--- src/rtl/display_pkg.sv ---
// Shared constants for the BCD scan display: segment codes (active-low,
// {g,f,e,d,c,b,a}), conversion FSM states and the segment decoder.
package display_pkg;

   localparam int unsigned BCD_DIGITS = 3;

   localparam logic [6:0] SEG_BLANK = 7'b1111111;
   localparam logic [6:0] SEG_0     = 7'b1000000;
   localparam logic [6:0] SEG_1     = 7'b1111001;
   localparam logic [6:0] SEG_2     = 7'b0100100;
   localparam logic [6:0] SEG_3     = 7'b0110000;
   localparam logic [6:0] SEG_4     = 7'b0011001;
   localparam logic [6:0] SEG_5     = 7'b0010010;
   localparam logic [6:0] SEG_6     = 7'b0000010;
   localparam logic [6:0] SEG_7     = 7'b1111000;
   localparam logic [6:0] SEG_8     = 7'b0000000;
   localparam logic [6:0] SEG_9     = 7'b0010000;

   typedef enum logic [1:0] {
      IDLE   = 2'd0,
      SHIFT  = 2'd1,
      COMMIT = 2'd2
   } conv_state_e;

   // Decimal digit to segment pattern; codes above 9 show nothing.
   function automatic logic [6:0] seg_decode(input logic [3:0] d);
      logic [6:0] s;
      case (d)
         4'd0:    s = SEG_0;
         4'd1:    s = SEG_1;
         4'd2:    s = SEG_2;
         4'd3:    s = SEG_3;
         4'd4:    s = SEG_4;
         4'd5:    s = SEG_5;
         4'd6:    s = SEG_6;
         4'd7:    s = SEG_7;
         4'd8:    s = SEG_8;
         4'd9:    s = SEG_9;
         default: s = SEG_BLANK;
      endcase
      return s;
   endfunction

endpackage

--- src/rtl/bin2bcd_seq.sv ---
// Serial 8-bit binary to 3-digit BCD converter (shift-add-3).
// start is honoured only in IDLE; busy covers SHIFT and COMMIT.
// bcd carries the finished result while done is high (the COMMIT cycle);
// the owner latches it then so all three digits change together.
module bin2bcd_seq
   import display_pkg::*;
(
   input  logic                      clk,
   input  logic                      rst_n,
   input  logic                      start,
   input  logic [7:0]                bin,
   output logic                      busy,
   output logic                      done,
   output logic [4*BCD_DIGITS-1:0]   bcd
);

   conv_state_e               state_q;
   logic [7:0]                bin_q;
   logic [4*BCD_DIGITS-1:0]   acc_q;
   logic [4*BCD_DIGITS-1:0]   adj_d;
   logic [2:0]                cnt_q;
   logic                      busy_q;
   logic                      done_q;

   // Add 3 to every BCD nibble that is 5 or more before the next shift.
   always_comb begin
      adj_d = acc_q;
      for (int unsigned i = 0; i < BCD_DIGITS; i++) begin
         if (acc_q[4*i +: 4] >= 4'd5) begin
            adj_d[4*i +: 4] = acc_q[4*i +: 4] + 4'd3;
         end
      end
   end

   // Conversion FSM: capture, eight adjust-and-shift steps, one commit cycle.
   always_ff @(posedge clk or negedge rst_n) begin
      if (!rst_n) begin
         state_q <= IDLE;
         bin_q   <= '0;
         acc_q   <= '0;
         cnt_q   <= '0;
         busy_q  <= 1'b0;
         done_q  <= 1'b0;
      end else begin
         case (state_q)
            IDLE: begin
               done_q <= 1'b0;
               if (start) begin
                  bin_q   <= bin;
                  acc_q   <= '0;
                  cnt_q   <= 3'd7;
                  busy_q  <= 1'b1;
                  state_q <= SHIFT;
               end
            end
            SHIFT: begin
               {acc_q, bin_q} <= {adj_d[4*BCD_DIGITS-2:0], bin_q, 1'b0};
               cnt_q          <= cnt_q - 3'd1;
               if (cnt_q == 3'd0) begin
                  done_q  <= 1'b1;
                  state_q <= COMMIT;
               end
            end
            COMMIT: begin
               done_q  <= 1'b0;
               busy_q  <= 1'b0;
               state_q <= IDLE;
            end
            default: begin
               done_q  <= 1'b0;
               busy_q  <= 1'b0;
               state_q <= IDLE;
            end
         endcase
      end
   end

   assign busy = busy_q;
   assign done = done_q;
   assign bcd  = acc_q;

endmodule

--- src/rtl/bcd_scan_display.sv ---
// Display back-end: converts an 8-bit value to BCD in the background and
// time-multiplexes up to four common-anode digits, one digit per scan_tick.
// Optional macro DISP_LEADING_ZERO_BLANK_EN blanks leading-zero hundreds
// and tens digits; without it "007"-style leading zeros are shown.
module bcd_scan_display
   import display_pkg::*;
#(
   parameter int unsigned NUM_DIGITS           = 4,
   parameter bit          SCAN_ORDER_MSB_FIRST = 1'b0
)
(
   input  logic                  clk,
   input  logic                  rst_n,
   input  logic [7:0]            value,
   input  logic                  scan_tick,
   input  logic                  blank,
   output logic [6:0]            seg,
   output logic [NUM_DIGITS-1:0] an,
   output logic                  busy,
   output logic [11:0]           bcd
);

   localparam logic [1:0] LAST_IDX = 2'(NUM_DIGITS - 1);

   logic [7:0]            value_q;
   logic [7:0]            last_q;
   logic [11:0]           bcd_q;
   logic [1:0]            idx_q, idx_d;
   logic                  started_q, started_d;
   logic [6:0]            seg_q, seg_d;
   logic [NUM_DIGITS-1:0] an_q, an_d;

   logic                  conv_start;
   logic                  conv_busy;
   logic                  conv_done;
   logic [11:0]           conv_bcd;
   logic [11:0]           bcd_view;
   logic [3:0]            nib;
   logic                  is_real;
   logic                  lit;

   // A new conversion starts only when the converter is idle, so changes
   // during a conversion collapse into one restart with the latest value.
   assign conv_start = !conv_busy && (value_q != last_q);

   bin2bcd_seq u_conv (
      .clk   (clk),
      .rst_n (rst_n),
      .start (conv_start),
      .bin   (value_q),
      .busy  (conv_busy),
      .done  (conv_done),
      .bcd   (conv_bcd)
   );

   // Forward the result in its commit cycle so a coincident scan_tick sees it.
   assign bcd_view = conv_done ? conv_bcd : bcd_q;

   // Input capture, last-converted tracking and atomic BCD commit.
   always_ff @(posedge clk or negedge rst_n) begin
      if (!rst_n) begin
         value_q <= '0;
         last_q  <= '0;
         bcd_q   <= '0;
      end else begin
         value_q <= value;
         if (conv_start) begin
            last_q <= value_q;
         end
         if (conv_done) begin
            bcd_q <= conv_bcd;
         end
      end
   end

   // Next digit index: first tick after reset selects digit 0, later ticks step.
   always_comb begin
      idx_d     = idx_q;
      started_d = started_q;
      if (scan_tick) begin
         started_d = 1'b1;
         if (started_q) begin
            if (SCAN_ORDER_MSB_FIRST) begin
               idx_d = (idx_q == 2'd0) ? LAST_IDX : idx_q - 2'd1;
            end else begin
               idx_d = (idx_q == LAST_IDX) ? 2'd0 : idx_q + 2'd1;
            end
         end
      end
   end

   // Pick the nibble for the selected digit and decide whether it lights.
   always_comb begin
      nib     = 4'd0;
      is_real = 1'b0;
      lit     = 1'b1;
      case (idx_d)
         2'd0: begin
            nib     = bcd_view[3:0];
            is_real = 1'b1;
         end
         2'd1: begin
            nib     = bcd_view[7:4];
            is_real = 1'b1;
`ifdef DISP_LEADING_ZERO_BLANK_EN
            lit     = (bcd_view[11:4] != 8'd0);
`endif
         end
         2'd2: begin
            nib     = bcd_view[11:8];
            is_real = 1'b1;
`ifdef DISP_LEADING_ZERO_BLANK_EN
            lit     = (bcd_view[11:8] != 4'd0);
`endif
         end
         default: begin
            nib     = 4'd0;
            is_real = 1'b0;
         end
      endcase
   end

   // Anode and segment patterns for the next cycle.
   always_comb begin
      seg_d = SEG_BLANK;
      an_d  = '1;
      if (started_d && lit) begin
         seg_d = is_real ? seg_decode(nib) : SEG_BLANK;
         if (!blank) begin
            for (int unsigned k = 0; k < NUM_DIGITS; k++) begin
               if (idx_d == k[1:0]) begin
                  an_d[k] = 1'b0;
               end
            end
         end
      end
   end

   // Scan state and registered display outputs.
   always_ff @(posedge clk or negedge rst_n) begin
      if (!rst_n) begin
         idx_q     <= '0;
         started_q <= 1'b0;
         seg_q     <= SEG_BLANK;
         an_q      <= '1;
      end else begin
         idx_q     <= idx_d;
         started_q <= started_d;
         seg_q     <= seg_d;
         an_q      <= an_d;
      end
   end

   assign seg  = seg_q;
   assign an   = an_q;
   assign busy = conv_busy;
   assign bcd  = bcd_q;

endmodule

--- config.mk ---
export PLATFORM = sky130hd
export DESIGN_NAME = bcd_scan_display
export DESIGN_NICKNAME = d
export VERILOG_FILES = /design/src/rtl/display_pkg.sv /design/src/rtl/bin2bcd_seq.sv /design/src/rtl/bcd_scan_display.sv
export SDC_FILE = /design/constraint.sdc
export NUM_CORES = 1
export LEC_CHECK = 0
export CAP_MARGIN = 20
export CORE_MARGIN = 2
export CORE_UTILIZATION = 60
export CTS_BUF_LIST = sky130_fd_sc_hd__clkbuf_8 sky130_fd_sc_hd__clkbuf_16
export CTS_CLUSTER_SIZE = 24
export DETAILED_ROUTE_END_ITERATION = 10
export GPL_ROUTABILITY_DRIVEN = 1
export PLACE_DENSITY = 0.91
export SLEW_MARGIN = 30
export SYNTH_ARGS = -nofsm -noshare
export SYNTH_HDL_FRONTEND = slang
export SYNTH_SLANG_ARGS = --single-unit
--- constraint.sdc ---
create_clock -name clk -period 6.2 [get_ports clk]
set_clock_uncertainty 0.2 [all_clocks]
set_input_delay 1.24 -clock clk [delete_from_list [all_inputs] [get_ports clk]]
set_output_delay 1.24 -clock clk [all_outputs]
set_load 0.02 [all_outputs]
Word level (Yosys, flattened, before mapping)
Memories as Yosys holds them, arrays and structs flattened. Index checks and enable logic that the tools add are counted. W data, S select, Z words.

Bits in registers: 69. Memory bits (read-only): 112. Input bits: 12. Word-level logic and storage cells: 72. Memories kept: 1.

Memory list: (no name shown) (depth 16, bits a word 7, rd ports 1, clocked after memory_dff 0, write ports 0, line display_pkg.sv:28) `case (d)`.

$add $sub $neg: 5. $lt $le $gt $ge: 3. Eq/ne operators: 8. Muxes and demuxes: 31. Bitwise operators: 1. Reductions and logical operators: 10.

Operator list (number): $mux W12 (2); $pmux W12 S2 (1); $mux W4 (4); $pmux W8 S2 (1); $mux W7 (2); $ge A4 B3 Y1 const B (3); $pmux W4 S3 (1); $mux W2 (5); $mux W1 (9); $add A4 B2 Y4 const B (2); $mux W8 (1); $ne A8 B8 Y1 (1); $eq A2 B2 Y1 const B (3); $mux W3 (2); $pmux W3 S2 (1); $reduce_and A2 Y1 (3); $eq A2 B1 Y1 const B (2); $logic_not A2 Y1 (2); $pmux W2 S2 (1); $add A3 B2 Y3 const B (1); $logic_not A3 Y1 (1); $reduce_or A3 Y1 (1); $sub A3 B1 Y3 const B (1); $add A2 B1 Y2 const B (1); other kinds (7) (7).

Logic depth before layout (Yosys ltp)
Gate-level depths: netlist of run 1.

Depth in word-level cells: 9. Depth in mapped cells: 10. Gate-level depth less buffers: 9.

Hierarchy
A second synthesis of run 1 with hierarchy kept.

Cells, all modules: 302. Area total of the unflattened synthesis: 3494.6 sq um.

Modules (own cells, without submodules): bcd_scan_display (times used 1, cells each 158, area an instance 2062.0 sq um, sequential area each 1064.8 sq um); bin2bcd_seq (times used 1, cells each 144, area an instance 1432.6 sq um, sequential area each 675.6 sq um).

Worst setup path after synthesis of run 1
OpenSTA, ideal clock, no wires.

Path kind: input to register. Start point: input port scan_tick. End point: register seg_q[3] (netlist: seg[3]). Library setup time: 0.083 ns. Data arrival time: 2.924 ns. Setup slack: 2.992 ns. Stages: 8. Cells stage by stage: nand3_1 -> xor2_2 -> inv_2 -> mux2i_2 -> o22a_1 -> inv_1 -> ha_1 -> o32a_1.

Longest elaborated chain between the ends: 6.

Ends and longest elaborated chain: from (decl) (line bcd_scan_display.sv:15) `input logic scan_tick,`; $mux W2 * (line bcd_scan_display.sv:80) `if (scan_tick) begin`; net idx_d[1] (line bcd_scan_display.sv:28) `logic [1:0] idx_q, idx_d;`; $eq A2 B2 Y1, or another cell as far along (line bcd_scan_display.sv:97) `case (idx_d)`; $pmux W4 S3 or $reduce_or A3 Y1 (tied branches); $mem_v2 Z16 W7 or $mux W1 (tied branches); $mux W7 * (line bcd_scan_display.sv:128) `seg_d = is_real ? seg_decode(nib) : SEG_BLANK;`; $mux W7 * (line bcd_scan_display.sv:127) `if (started_d && lit) begin`; net seg_d[3] (line bcd_scan_display.sv:30) `logic [6:0] seg_q, seg_d;`; to (signal assigned) (line bcd_scan_display.sv:149) `seg_q <= seg_d;`; to (decl) (line bcd_scan_display.sv:30).

The timed path passes the listed nets; every way through them passes the cells marked *. A chain may end at the register's enable or synchronous reset.

Worst setup path in the final report of run 1
Same ends and word-level chain as after synthesis.

==> results of run 1 <==
==> per-layer routing <==
layer / part of all wire / GRT usage / vias up
li1: - / - / 1025
met1: 0.44 / 0.311 / 1105
met2: 0.51 / 0.373 / 51
met3: 0.031 / 0.0379 / 14
met4: 0.020 / 0.142 / 0
met5: 0 / 0 / -
==> kinds of logic (layout without fill, tap and decap cells) <==
family          after synthesis  in the layout  share of synthesized area
flops                        69             69                      0.554
xor+xnor                     15             15                     0.0466
compound gates               63             63                      0.135
buf+inv                      28             72                     0.0371
fa+ha+maj                    13             13                     0.0518
simple gates                 57             57                     0.0857
mux                          25             25                     0.0897
==> final cells by class <==
type | instances | area, um2 | area share
flip-flops and latches | 69 | 1740 | 0.466
multi-input cells | 173 | 1280 | 0.344
repair buffers | 37 | 360 | 0.0965
clock buffers | 13 | 179 | 0.0479
well taps | 70 | 87.6 | 0.0235
inverters | 19 | 71.3 | 0.0191
clock inverters | 3 | 11.3 | 0.00302
==> cells in the mapped netlist (all sizes together) <==
library cell  number
mux2              22
a21oi             11
nand2             20
o211a              2
o311a              1
buf                4
mux2i              3
a21o               1
nand2b             6
clkbuf             5
a31oi              5
ha                13
o311ai             1
o32a               4
nor2              11
o22ai             10
o32ai              3
nor4               2
a21boi             1
nand3             11
o21ai             15
dfrtp             58
nor3b              3
inv               19
xor2              12
dfstp             11
a2bb2oi            5
nor3               2
o21a               1
and2               1
and3               1
xnor2              3
a22oi              2
o22a               1
==> registers in the layout (all words and copies together) (netlist names) <==
register / flops
u_conv.state_q: 2
u_conv.bin_q: 8
last_q: 8
seg: 7
started_q: 1
u_conv.bcd: 12
idx_q: 2
u_conv.cnt_q: 3
value_q: 8
an: 4
u_conv.done: 1
bcd: 12
u_conv.busy: 1
==> stage by stage <==
step	util	cell area [um2]	power, mW	cells	setup slack [ns]
floorplan	-	3140	1.50	270	2.99
global placement	0.698	3540	1.75	368	2.39
detailed placement	0.698	3540	1.81	368	2.24
CTS	0.735	3730	2.15	384	2.60
global route	0.735	3730	2.31	384	2.38
finish	0.735	3730	2.15	384	2.59
==> power groups by stage <==
stage,sequential (mW),combinational [mW],clock [mW]
after CTS,0.789,1.02,0.345
after global routing,0.816,1.13,0.364
after global placement,0.785,0.966,0
after floorplan,0.831,0.670,0
after detailed placement,0.796,1.01,0
final,0.791,1.02,0.340
==> path summary, 6_finish.rpt <==
check                                start              end
hold / removal             u_conv.cnt_q[0]  u_conv.cnt_q[0]
max in group asynchronous            rst_n           bcd[1]
min in group asynchronous            rst_n        last_q[7]
setup reg to reg               u_conv.done           seg[3]
setup / recovery                 scan_tick           seg[3]
hold reg to reg            u_conv.cnt_q[0]  u_conv.cnt_q[0]
==> results.txt, run 1 <==
----------------------------------------------------
[Timing]
  Worst relative slew slack ... 0.451
  Final Hold Violating Endpoints ... 0
  Fmax achieved ... 277 MHz
  RSZ-0062 raised after global routing ... no
  Post-layout min period ... 3.61 ns
  Period Utilization, post-route ... 0.582
  Worst slack on hold paths ... 0.305 ns
  Final slew viol count ... 0
  Transition time at the pin with the least slew margin ... 0.824 ns
  Post-Route Setup TNS ... 0 ns
  Setup Viol. Count Final ... 0

[Setup path]
  R2r setup slk ... 3.51 ns
  Family with the most delay on the worst path ... buffers and inverters
  Cells traversed along the worst timing path ... clkdlybuf4s50_1 -> nand3_1 -> xor2_2 -> inv_2 -> mux2i_2 -> o22a_1 -> inv_1 -> ha_1 -> o32a_1
  Cell count along the critical path ... 9
  Sum of buffers and inverters on the critical path ... 3
  Critical Path End Type ... flop
  Register-to-Register Path Depth ... 6
  Crit path max fanout ... 9
  Signal arrival time at the worst endpoint ... 3.68 ns
  CP Class ... in2reg
  Slowest cell on the critical path ... clkdlybuf4s50_1
  Required time at the worst-slack endpoint ... 6.27 ns
  Stage delay of the slowest cell on the critical path ... 0.50 ns
  Startpoint type of the worst setup path ... input port

[Power]
  Internal power ... 1.30 mW
  Peak ir drop on the vdd network ... 0.386 mV
  Power share of the combinational group ... 0.474
  Switching component of the power ... 848 uW
  Part of the power in registers ... 0.368
  Pwr per Cell Area ... 576 mW/mm2
  Switching fraction of total power ... 0.395
  Part of the total power dissipated in the clock network ... 0.158
  Static leakage ... 1.66 nW

[Die]
  Std-Cell Rows ... 26
  Core box area ... 0.00507 mm2
  Overall die area ... 0.00583 mm2
  Num ports ... 36
  Initial cell density of the core ... 0.619
  Width of the die ... 76.3 um
  Floorplan die height ... 76.3 um

[Logic synthesis]
  Synthesis-stage register bit count ... 69
  Seq/Total Area, Yosys ... 0.554
  Cell area after synthesis ... 0.00314 mm2
  Cells taking the most area after synthesis ... dfrtp_1 46%, dfstp_2 9.2%, mux2_2 7.5%
  Top cell type by total area after synthesis ... dfrtp_1
  Post-synth top area share ... 0.462
  Average instance area after synthesis ... 11.6 um2
  Yosys warning count ... 0
  Post-Synthesis Net Count ... 295
  Unique cell type count in the Yosys netlist ... 42
  Syn Inst Count ... 270

[Clock tree]
  Maximum level of the CTS H-tree ... 3
  Deepest clock path buffer count ... 2
  Clock transition at the register clock pins on the worst setup and hold paths after CTS ... 0.07 ns
  Root Driver ... clkbuf_8
  Number of buffers added by the clock tree synthesis step ... 9
  Worst skew pair latency ... 0.34 ns
  Post-CTS setup buffer count ... 0
  Number of hold-repair buffers added at the cts stage ... 0
  TritonCTS clock tree ... built
  Total of cells resized after clock tree synthesis ... 0
  Clock sink total ... 69

[Run]
  Max-cap violation count ... 0

[Global routing]
  Antenna violations before repair ... 0
  Global-route usage over all layers ... 0.236
  Maximum number of pins on one net before global-route repair ... 70
  Vias in the first global route ... 2,252
  Total congestion overflow ... 0
  Global-route wire length before repair ... 10,600 um

[Finish]
  Share of post-route cells with drive strength above 1 ... 0.175
  Area growth, synth to finish ... 18.9%
  Fill count ... 370
  Post-layout net count ... 334
  Most frequent standard cell in the layout excluding fill and tap cells ... dfrtp_1
  Final antenna diode count ... 0
  Highest-count cells in the layout ignoring fill and taps ... 58 x dfrtp_1, 34 x clkdlybuf4s50_1, 21 x mux2_2

[Worst hold path]
  Cell depth of the worst hold path ... 1
  Min-delay worst type ... reg2reg

[Route]
  Drt via density ... 5.72
  Remaining antenna violation count after routing ... 0
  Post-detailed-routing wire length ... 6200 um
  DRC ... 0
  Number of DRC violations after detailed-routing iteration 0 ... 187
  Total vias in the final route ... 2,195
  Average routed wire per standard cell ... 16.1 um
  TritonRoute pass-1 iters ... 4

[Status]
  Run status ... finished clean

[Place]
  Count of input and output buffers ... 35
  Detailed placement HPWL ... 4380 um
  Gp weighted congestion ... 0.864

----------------------------------------------------
Note: power is estimated with default switching activity, not from simulation.
==> run 2: changes to the inputs <==
--- a/config.mk
+++ b/config.mk
@@ -7,12 +7,12 @@
 export LEC_CHECK = 0
 export CAP_MARGIN = 20
 export CORE_MARGIN = 2
-export CORE_UTILIZATION = 60
+export CORE_UTILIZATION = 50
 export CTS_BUF_LIST = sky130_fd_sc_hd__clkbuf_8 sky130_fd_sc_hd__clkbuf_16
 export CTS_CLUSTER_SIZE = 24
 export DETAILED_ROUTE_END_ITERATION = 10
 export GPL_ROUTABILITY_DRIVEN = 1
-export PLACE_DENSITY = 0.91
+export PLACE_DENSITY = 0.81
 export SLEW_MARGIN = 30
 export SYNTH_ARGS = -nofsm -noshare
 export SYNTH_HDL_FRONTEND = slang
==> constraint.sdc (replaced) <==
create_clock -name clk -period 3.1 [get_ports clk]
set_clock_uncertainty 0.2 [all_clocks]
set_input_delay 0.62 -clock clk [delete_from_list [all_inputs] [get_ports clk]]
set_output_delay 0.62 -clock clk [all_outputs]
set_load 0.02 [all_outputs]
==> run 2 against run 1 <==
Effect of this change: register-to-register slack worse by 3.0 ns; combinational power up 110%; worst hold slack got worse by 0.042 ns; critical path depth is 1 higher; count of clock-buffer cells in the layout decreased by 4.
==> results.txt, run 2 (same netlist as run 1, synthesis figures left out) <==
----------------------------------------------------
[Setup path]
  Critical Path End Type ... flop
  Required time at the worst-slack endpoint ... 3.16 ns (-3.11 ns)
  Register-to-Register Path Depth ... 7 (+1)
  Signal arrival time at the worst endpoint ... 2.86 ns (-0.82 ns)
  Launching point of the worst reg2reg path ... u_conv.done
  R2r setup slk ... 0.49 ns (-3.02 ns)
  Crit path max fanout ... 5 (-4)
  Reg-to-reg critical path endpoint ... seg[4]
  Startpoint type of the worst setup path ... input port
  CP Class ... in2reg

[Timing]
  Setup Viol. Count Final ... 0 (unchanged)
  Period Utilization, post-route ... 0.904
  Final slew viol count ... 0 (unchanged)
  Worst relative slew slack ... 0.433 (-0.0181)
  Fmax achieved ... 357 MHz
  Final Hold Violating Endpoints ... 0 (unchanged)
  RSZ-0062 raised after global routing ... no
  Post-Route Setup TNS ... 0 ns (unchanged)
  Post-layout min period ... 2.80 ns
  Transition time at the pin with the least slew margin ... 0.851 ns (+0.0272 ns)

[Power]
  Static leakage ... 1.69 nW (+1.9%)
  Pwr per Cell Area ... 1170 mW/mm2 (+100%)
  Total power ... 4.45 mW (+110%)
  Peak ir drop on the vdd network ... 0.730 mV (+89%)

[Global routing]
  Vias in the first global route ... 2,275 (+1.0%)
  Met3 global-route usage ... 0.0398 (+0.00185)
  Global-route usage over all layers ... 0.195 (-0.0419)
  Total congestion overflow ... 0 (unchanged)
  Met1 demand-to-capacity share in global routing ... 0.269 (-0.0420)
  Layer with the highest usage after global routing ... met2
  Global-route wire length before repair ... 10,800 um (+1.4%)
  Maximum number of pins on one net before global-route repair ... 70 (unchanged)
  Antenna violations before repair ... 0 (unchanged)
  Met2 global-route usage ... 0.295 (-0.0787)

[Die]
  Core box area ... 0.00599 mm2 (+18%)
  Num ports ... 36 (unchanged)
  Floorplan die height ... 83.2 um (+9.0%)
  Std-Cell Rows ... 28 (+7.7%)
  Width of the die ... 83.2 um (+9.0%)
  Overall die area ... 0.00693 mm2 (+19%)
  Initial cell density of the core ... 0.524 (-0.0946)

[Route]
  Drt via density ... 5.56 (-2.7%)
  Post-detailed-routing wire length ... 6170 um (-0.45%)
  DRC ... 0 (unchanged)
  Remaining antenna violation count after routing ... 0 (unchanged)
  Total vias in the final route ... 2,198 (+0.14%)
  Average routed wire per standard cell ... 15.6 um (-3.2%)
  Number of DRC violations after detailed-routing iteration 0 ... 232 (+24%)
  TritonRoute pass-1 iters ... 4 (unchanged)

[Finish]
  Register Area ... 0.00174 mm2 (unchanged)
  Combined area of the multi-input logic cells ... 0.00128 mm2 (unchanged)
  Most frequent standard cell in the layout excluding fill and tap cells ... dfrtp_1
  Highest-count cells in the layout ignoring fill and taps ... 58 x dfrtp_1, 34 x clkdlybuf4s50_1, 21 x mux2_2
  Post-layout net count ... 340 (+1.8%)
  Share of post-route cells with drive strength above 1 ... 0.191 (+0.0155)
  Core occupancy in the finished layout ... 0.635 (-0.101)
  Area growth, synth to finish ... 21.1%
  Final antenna diode count ... 0 (unchanged)
  Fill count ... 484 (+31%)

[Run]
  Max-cap violation count ... 0 (unchanged)

[Clock tree]
  Total of cells resized after clock tree synthesis ... 0 (unchanged)
  Worst skew pair latency ... 0.34 ns (about the same)
  Maximum level of the CTS H-tree ... 3 (unchanged)
  Post-CTS setup buffer count ... 0 (unchanged)
  Number of buffers added by the clock tree synthesis step ... 9 (unchanged)
  Number of hold-repair buffers added at the cts stage ... 0 (unchanged)
  Deepest clock path buffer count ... 2 (unchanged)
  Clock transition at the register clock pins on the worst setup and hold paths after CTS ... 0.07 ns (about the same)
  TritonCTS clock tree ... built
  Clock sink total ... 69 (unchanged)
  Root Driver ... clkbuf_8

[Place]
  Count of input and output buffers ... 35 (unchanged)
  Detailed placement HPWL ... 4380 um (+0.12%)
  Gp weighted congestion ... 0.812 (-6.0%)

[Status]
  Run status ... finished clean

[Worst hold path]
  Min-delay worst type ... in2async

----------------------------------------------------
[run 2: changes by cell type in the layout (fill, tap and decap cells not counted), sizes merged]
cell	before	now
bufinv	0	2
clkinvlp	0	1
buf	3	9
clkinv	0	1
clkbuf	13	9
[run 2: metrics by stage]
| step | worst slack [ns] | hold WS [ns] | instances | cell area (um2) |
|---|---|---|---|---|
| 2_1_floorplan | 0.512 | 0.124 | 270 | 3140 |
| 3_3_place_gp | 0.0980 | 0.265 | 379 | 3590 |
| 3_5_place_dp | -0.0387 | 0.284 | 379 | 3590 |
| 4_1_cts | 0.318 | 0.292 | 395 | 3800 |
| 5_1_grt | 0.183 | 0.328 | 395 | 3800 |
| 6_report | 0.298 | 0.263 | 395 | 3800 |
[run 2: worst max path at each step]
| stage | from | end | slack (ns) | depth (start not counted) |
|---|---|---|---|---|
| after floorplan | scan_tick | seg[3] | 0.51 | 8 |
| after global placement | scan_tick | seg[3] | 0.1 | 9 |
| after detailed placement | scan_tick | seg[3] | -0.04 | 9 |
| after CTS | scan_tick | seg[3] | 0.32 | 9 |
| after global routing | scan_tick | seg[4] | 0.18 | 10 |
| final | scan_tick | seg[4] | 0.30 | 10 |
[run 2: critical path: stages]
cell,delay (ns)
clkdlybuf4s50_1,0.51
nand3_1,0.14
xor2_2,0.18
inv_2,0.11
mux2i_2,0.25
o22a_1,0.27
inv_1,0.10
ha_1,0.22
mux2_1,0.28
a31oi_1,0.18
[run 2: final cells by class]
class,instances,share of cell area
repair buffers,43,0.107
well taps,75,0.0247
inverters,19,0.0188
multi-input cells,173,0.337
clock buffers,9,0.0326
flip-flops and latches,69,0.458
clock inverters,7,0.0221
[run 2: per-layer routing]
| metal | share of wire | vias to the layer above |
|---|---|---|
| li1 | - | 1048 |
| met1 | 0.48 | 1097 |
| met2 | 0.47 | 42 |
| met3 | 0.033 | 11 |
| met4 | 0.021 | 0 |
| met5 | 0 | - |
[run 2: power breakdown]
group / total [mW] / switching [mW] / internal [mW]
clock network: 0.765 / 0.322 / 0.443
registers: 1.57 / 0.269 / 1.30
logic: 2.11 / 1.12 / 0.993
==> run 3: changes to the inputs <==
--- a/config.mk
+++ b/config.mk
@@ -13,7 +13,7 @@
 export DETAILED_ROUTE_END_ITERATION = 10
 export GPL_ROUTABILITY_DRIVEN = 1
 export PLACE_DENSITY = 0.81
-export SLEW_MARGIN = 30
+export SLEW_MARGIN = 20
 export SYNTH_ARGS = -nofsm -noshare
 export SYNTH_HDL_FRONTEND = slang
 export SYNTH_SLANG_ARGS = --single-unit
==> results of run 3 <==
Same layout as run 2: the final DEF is identical, and so are final timing and power.
